$ cat src/rtl/priority_decoder3_4.sv
// ---------------------------------------------------------------------------
// priority_decoder3_4
//
// Accepts a 3-bit priority code over a valid/ready handshake and decodes it
// to a registered 4-bit request line. The decode is presented until
// downstream accepts it. The block then waits a fixed hold time before it
// takes the next code. Codes 101/110/111 are illegal. They raise a sticky
// err flag and are otherwise dropped.
//
// Parameters
//   HOLD_CYCLES  post-handshake hold time in cycles (>= 1)
//   CNT_W        width of the completed-handshake counter
//
// Ports
//   clk         system clock, rising edge
//   reset_n     asynchronous active-low reset
//   code_in     priority code to decode
//   code_valid  code_in is valid this cycle
//   code_ready  block accepts a code this cycle (IDLE only)
//   onehot      decoded request line, registered
//   out_valid   onehot holds a fresh decode awaiting acceptance
//   out_ready   downstream accepts onehot this cycle
//   busy        FSM not in IDLE
//   err         sticky illegal-code flag
//   err_clr     synchronous clear of err
//   decode_cnt  count of completed output handshakes (wraps)
// ---------------------------------------------------------------------------
module priority_decoder3_4 #(
  parameter int HOLD_CYCLES = 4,
  parameter int CNT_W       = 8
) (
  input  logic             clk,
  input  logic             reset_n,
  input  logic [2:0]       code_in,
  input  logic             code_valid,
  output logic             code_ready,
  output logic [3:0]       onehot,
  output logic             out_valid,
  input  logic             out_ready,
  output logic             busy,
  output logic             err,
  input  logic             err_clr,
  output logic [CNT_W-1:0] decode_cnt
);

  typedef enum logic [1:0] {
    IDLE    = 2'd0,
    PRESENT = 2'd1,
    HOLD    = 2'd2
  } state_t;

  // The counter must be able to hold the value HOLD_CYCLES itself.
  localparam int HC_W = $clog2(HOLD_CYCLES + 1);

  state_t          state, state_nxt;
  logic [HC_W-1:0] hold_cnt, hold_cnt_nxt;
  logic            legal;
  logic [3:0]      decoded;
  logic            accept;
  logic            handshake;

  // ---------------------------------------------------------------------
  // Code decode
  // ---------------------------------------------------------------------
  // NOTE: every signal written in an always_comb gets a default first. A
  // path that leaves one unassigned would infer a latch.
  always_comb begin
    legal   = 1'b1;
    decoded = 4'b0000;
    case (code_in)
      3'b100:  decoded = 4'b1000;
      3'b011:  decoded = 4'b0100;
      3'b010:  decoded = 4'b0010;
      3'b001:  decoded = 4'b0001;
      3'b000:  decoded = 4'b0000;
      default: legal   = 1'b0;
    endcase
  end

  // Handshake qualifiers are decoded straight from state so that they are
  // glitch-free with respect to the data inputs.
  assign code_ready = (state == IDLE);
  assign out_valid  = (state == PRESENT);
  assign busy       = (state != IDLE);
  assign accept     = code_valid && code_ready;
  assign handshake  = out_valid && out_ready;

  // ---------------------------------------------------------------------
  // Next-state logic
  // ---------------------------------------------------------------------
  always_comb begin
    state_nxt    = state;
    hold_cnt_nxt = hold_cnt;
    case (state)
      IDLE: begin
        // An illegal code is accepted but dropped. The FSM stays in IDLE.
        if (accept && legal) state_nxt = PRESENT;
      end
      PRESENT: begin
        if (out_ready) begin
          state_nxt    = HOLD;
          hold_cnt_nxt = HC_W'(HOLD_CYCLES);
        end
      end
      HOLD: begin
        // Leaving on the 1 -> 0 step makes HOLD last exactly HOLD_CYCLES.
        hold_cnt_nxt = hold_cnt - HC_W'(1);
        if (hold_cnt == HC_W'(1)) state_nxt = IDLE;
      end
      default: begin
        state_nxt    = IDLE;
        hold_cnt_nxt = '0;
      end
    endcase
  end

  // ---------------------------------------------------------------------
  // State and datapath registers
  // ---------------------------------------------------------------------
  // NOTE: sequential state uses non-blocking assignments only. All
  // registers then update together, and the order of the statements does
  // not matter.
  always_ff @(posedge clk or negedge reset_n) begin
    if (!reset_n) begin
      state    <= IDLE;
      hold_cnt <= '0;
    end else begin
      state    <= state_nxt;
      hold_cnt <= hold_cnt_nxt;
    end
  end

  // onehot changes only on a legal accept. It stays driven through
  // PRESENT, HOLD and the following IDLE period.
  always_ff @(posedge clk or negedge reset_n) begin
    if (!reset_n) begin
      onehot <= 4'b0000;
    end else if (accept && legal) begin
      onehot <= decoded;
    end
  end

  // When an illegal accept coincides with err_clr, the set wins.
  always_ff @(posedge clk or negedge reset_n) begin
    if (!reset_n) begin
      err <= 1'b0;
    end else if (accept && !legal) begin
      err <= 1'b1;
    end else if (err_clr) begin
      err <= 1'b0;
    end
  end

  // Natural binary wrap at 2^CNT_W.
  always_ff @(posedge clk or negedge reset_n) begin
    if (!reset_n) begin
      decode_cnt <= '0;
    end else if (handshake) begin
      decode_cnt <= decode_cnt + CNT_W'(1);
    end
  end

endmodule

$ cat config.mk
export PLATFORM = sky130hd
export DESIGN_NAME = priority_decoder3_4
export DESIGN_NICKNAME = d
export VERILOG_FILES = /design/src/rtl/priority_decoder3_4.sv
export SDC_FILE = /design/constraint.sdc
export NUM_CORES = 1
export LEC_CHECK = 0
export ABC_CLOCK_PERIOD_IN_PS = 1800
export CORE_ASPECT_RATIO = 1.2
export CORE_MARGIN = 10
export CORE_UTILIZATION = 45
export DETAILED_ROUTE_END_ITERATION = 8
export PLACE_DENSITY = 0.74
export SLEW_MARGIN = 20
export SYNTH_ARGS = -nofsm -noshare
export SYNTH_HDL_FRONTEND = slang
export SYNTH_SLANG_ARGS = --single-unit
export TNS_END_PERCENT = 5
$ cat constraint.sdc
create_clock -name clk -period 1.8 [get_ports clk]
set_input_delay 0.18 -clock clk [delete_from_list [all_inputs] [get_ports clk]]
set_output_delay 0.18 -clock clk [all_outputs]
set_load 0.01 [all_outputs]
After elaboration in Yosys (flattened, before gate mapping). Cells that the tools add are included.

Word-level logic and storage cells: 40. Input port bits: 8. Output and inout bits: 16. Register bits after elaboration: 18.

Add/subtract/negate cells: 2. Reductions and logical operators: 12. Equality and inequality tests: 10. Bitwise gates (word level): 1. Muxes and demuxes: 10.

Operator list (number): one-hot mux 4 bit (4 select lines) (1); one-hot mux 3 bit (3 select lines) (1); adder 8 x 1 -> 8 bit (second input constant) (1); equality test 3 x 1 -> 1 bit (second input constant) (2); equality test 3 x 2 -> 1 bit (second input constant) (2); two-way mux 2 bit (3); one-hot mux 2 bit (3 select lines) (1); OR reduction 5 bit (1); logical AND 1 bit (4); inequality test 2 x 1 -> 1 bit (second input constant) (2); nonzero test 2 bit (2); equality test 3 bit (second input constant) (1); zero test 3 bit (1); two-way mux 1 bit (3); two-way mux 3 bit (1); AND reduction 3 bit (1); subtractor 3 x 1 -> 3 bit (second input constant) (1); equality test 2 x 1 -> 1 bit (second input constant) (1); equality test 2 bit (second input constant) (1); zero test 2 bit (1); inequality test 2 bit (second input constant) (1); AND reduction 2 bit (1); zero test 1 bit (1); inverter 1 bit (1).

Depth between registers and ports, before layout.
Word-level depth: 6. Gate-level depth with buffers: 5. Mapped depth without buffers: 5.

Worst setup path after synthesis. OpenSTA, ideal clock, no wires.

Kind: reg2reg. From: reg state[0]. To: reg state[0]. Clock period less this slack: 1.746 ns. Arrival: 1.622 ns. Stages on the path, launching flop included: 6. Setup slack: 0.054 ns. Buffers on the path: 0. Required time: 1.675 ns. Setup time: 0.125 ns. Path through: dfrtp_1 -> inv_1 -> ha_1 -> o211a_1 -> a2111oi_4 -> mux2_2.

Cells in the longest elaborated chain, start to end: 5. Elaborated cells on any way between the ends: 10. Classes of those cells: 5 x eq/ne; 1 x mux; 4 x reduce/logical.

RTL lines: start: declaration (RTL line 55) `state_t state, state_nxt;`; start signal: assignment (RTL line 128) `state <= state_nxt;`; zero test 2 bit (*) (RTL line 82) `assign code_ready = (state == IDLE);`; via code_ready (RTL line 36) `output logic code_ready,`; logical AND 1 bit (RTL line 85) `assign accept = code_valid && code_ready;`; logical AND 1 bit (RTL line 97) `if (accept && legal) state_nxt = PRESENT;`; inequality test 2 x 1 -> 1 bit (no line); AND reduction 3 bit (no line).

Mark *: on every way through the listed nets, which the timed path passes. The rest lies on a longest branch. A chain may end at the register's enable or synchronous reset.

Worst setup path after layout.
From: reg state[0]. To: reg state[0].

Cells in the longest elaborated chain, start to end: 5. Elaborated cells on any way between the ends: 10. Classes of those cells: 5 x eq/ne; 1 x mux; 4 x reduce/logical.

RTL lines (RTL line): zero test 2 bit (82, 94); logical AND 1 bit (85); logical AND 1 bit (97); inequality test 2 x 1 -> 1 bit (no line); AND reduction 3 bit (no line).

Parallel ways exist; a longest one is shown, timed or not.

==> results.sh <==
export IMPL_synth_flop_cell="dfrtp_1"
export IMPL_drive_above_1_share_pct=16.4
export IMPL_cp_cell_sequence="buf_4 -> ha_1 -> nor2b_1 -> a2111oi_4 -> mux2_2"
export IMPL_yosysWarnings=0
export IMPL_path_class="register to register"
export IMPL_num_fill_cells=182
export IMPL_clkSlewWorstSetupHoldPaths_ps=110
export IMPL_leakagePower_uw=0.000597
export IMPL_setup_tns_ps=0
export IMPL_ctsHoldBuffers=0
export IMPL_slowest_delay_ps=400
export IMPL_p_per_area_mw_per_mm2=1610
export IMPL_status="completed"
export IMPL_dieArea_sq_mm=0.00433
export IMPL_clockRootBuffer="clkbuf_4"
export IMPL_worst_path_buf_inv=1
export IMPL_async_flop_share_pct=100
export IMPL_netlist_area_sq_um=942
export IMPL_grt_util_all_layers_pct=11.2
export IMPL_path_delay_family="flip-flops"
export IMPL_synth_edf_count=0
export IMPL_syn_inst=87
export IMPL_drcViolationCount=0
export IMPL_syn_nets=103
export IMPL_whs_ps=195
export IMPL_via_count=772
export IMPL_wire_per_inst_microns=15.2
export IMPL_worst_pin_slew_ps=310
export IMPL_final_nets=139
export IMPL_setup_viol=0
export IMPL_yosys_area_top_type_share_pct=47.8
export IMPL_finalCritPeriodShare_pct=94.5
export IMPL_grt_antenna_before_repair=0
export IMPL_placed_cells=136
export IMPL_cp_slowest_cell="dfrtp_1"
export IMPL_crit_path_end_kind="register"
export IMPL_overflow=0
export IMPL_rsz0062_at_grt="false"
export IMPL_hpwlAfterDp_microns=1620
export IMPL_initial_core_util_pct=46.5
export IMPL_ioPinCount=24
export IMPL_worstPathRequired_ps=1990
export IMPL_antennaDiodeCount=0
export IMPL_grt_pass1_wl_microns=3770
export IMPL_arrival_ps=1890
export IMPL_min_path_type="primary input to async pin"
export IMPL_synthTopCellsByCount="dfrtp_1, ha_1, inv_1"
export IMPL_hold_violations=0
export IMPL_cts_sinks=18
export IMPL_finalCriticalPeriod_ps=1700
export IMPL_vias_per_cell=5.44
export IMPL_ys_types=24
export IMPL_synth_seq_cells=18
export IMPL_ir_worst_vdd_mv=0.907
export IMPL_cts_tree="built"
export IMPL_yosysSeqAreaShare_pct=47.8
export IMPL_setup_ws_ps=99.2
export IMPL_syn_avg_cell_area_sq_um=10.8
export IMPL_synth_area_leaders="dfrtp_1, ha_1, nand4_1"
export IMPL_totalWireLength_microns=2160
export IMPL_fp_row_count=18
export IMPL_clock_fmax_mhz=588
export IMPL_drv_slew=0
export IMPL_firstDrtPassIters=2
export IMPL_ant_nets=0
export IMPL_clock_path_buffers=2
export IMPL_fin_cells=142
export IMPL_synth_most_common_cell="dfrtp_1"
export IMPL_final_util_pct=64.4
export IMPL_startpoint_type="register"
export IMPL_cts_htree_levels=1
export IMPL_dr_first_iter_drc_count=22
export IMPL_grt_start_max_net_pins=19
export IMPL_die_h_microns=70.1
export IMPL_place_congestion=0.795
export IMPL_grt_pass1_vias=855
export IMPL_io_buffers=23
export IMPL_worstSkewPairLatency_ps=300
export IMPL_pre_cts_slack_ps=41.1
export IMPL_core_area_sq_mm=0.00203
export IMPL_max_cap_viol_count=0
export IMPL_relSlewSlack_pct=79.3
export IMPL_finClkSkew_ps=3.89
export IMPL_die_w_microns=61.8
export IMPL_cts_buffers_inserted=3
export IMPL_synth_largest_area_cell="dfrtp_1"
export IMPL_crit_fanout=3
export IMPL_syn2layout_area_growth_pct=38.6
==> through the flow <==
stage	total power [uW]	instance area [sq um]
after floorplan	1290	942
after global routing	2280	1310
after CTS	2120	1300
final	2100	1310
after global placement	1780	1240
after detailed placement	1800	1240
==> flip-flops by register name (all words and copies together), names as in the netlist <==
register    flops
hold_cnt        3
onehot          4
err             1
state           2
decode_cnt      8
==> worst reg2reg max path, stage by stage, from the launching register on <==
cell and delay, ps:
dfrtp_1 400, buf_4 140, ha_1 200, nor2b_1 170, a2111oi_4 310, mux2_2 370
==> what timing repair did <==
item,4_1_cts,5_1_grt
pin swaps,0,0
gates resized for setup,7,1
buffers inserted,1,1
setup endpoints to repair,3,1
==> final cells by class <==
cell class / count / area, sq um / share of cell area, %
Tap cell: 20 / 25.0 / 1.92
Sequential cell: 18 / 450 / 34.5
Timing Repair Buffer: 31 / 290 / 22.2
Clock buffer: 4 / 36.3 / 2.78
Multi-Input combinational cell: 61 / 474 / 36.3
Inverter: 8 / 30.0 / 2.30
==> cell usage in the layout (no fill, tap or decap) <==
cell,instances
clkdlybuf4s50_1,20
dfrtp_1,18
buf_4,8
ha_1,7
nand4_1,6
inv_1,5
nand2_1,5
nor2_1,5
xnor2_1,4
nor2b_1,4
o21ai_0,4
inv_2,3
mux2_2,3
xor2_1,3
clkbuf_4,3
nand2b_1,2
a31oi_1,2
nand3_1,2
nor3_1,2
a21oi_1,2
o22a_1,2
dlygate4sd2_1,2
and2_1,1
o211a_1,1
a2111oi_4,1
o211ai_1,1
o22ai_1,1
a32o_1,1
and3_1,1
ha_4,1
clkbuf_8,1
dlymetal6s2s_1,1
==> per-layer routing <==
metal	share of wire [%]	track usage (%)
met1	38	12.1
met2	51	17.4
met3	8.9	5.06
met4	1.9	5.72
met5	0	0
==> worst paths after layout <==
kind	startpoint	to	slack, ps	depth (start not counted)
max	state[0]	state[0]	100	5
min	reset_n	hold_cnt[0]	200	2
max reg2reg	state[0]	state[0]	100	5
min reg2reg	decode_cnt[7]	decode_cnt[7]	480	1
max in group asynchronous	reset_n	decode_cnt[3]	1410	2
min in group clk	err_clr	err	450	2
==> where the power goes <==
group	leakage, uW	switching, uW	internal (uW)
logic	0.000344	519	632
clock network	0.0000210	132	123
registers	0.000232	132	562
==> cells by family after synthesis <==
| group | synth area share, % |
|---|---|
| buffers and inverters | 3.19 |
| adders and majority gates | 10.6 |
| DFF | 47.8 |
| and+or+nand+nor | 15.4 |
| AOI/OAI and AO/OA | 12.9 |
| xor gates and xnor gates | 6.51 |
| muxes | 3.59 |
No activity file was read; power rests on OpenSTA's default activity.
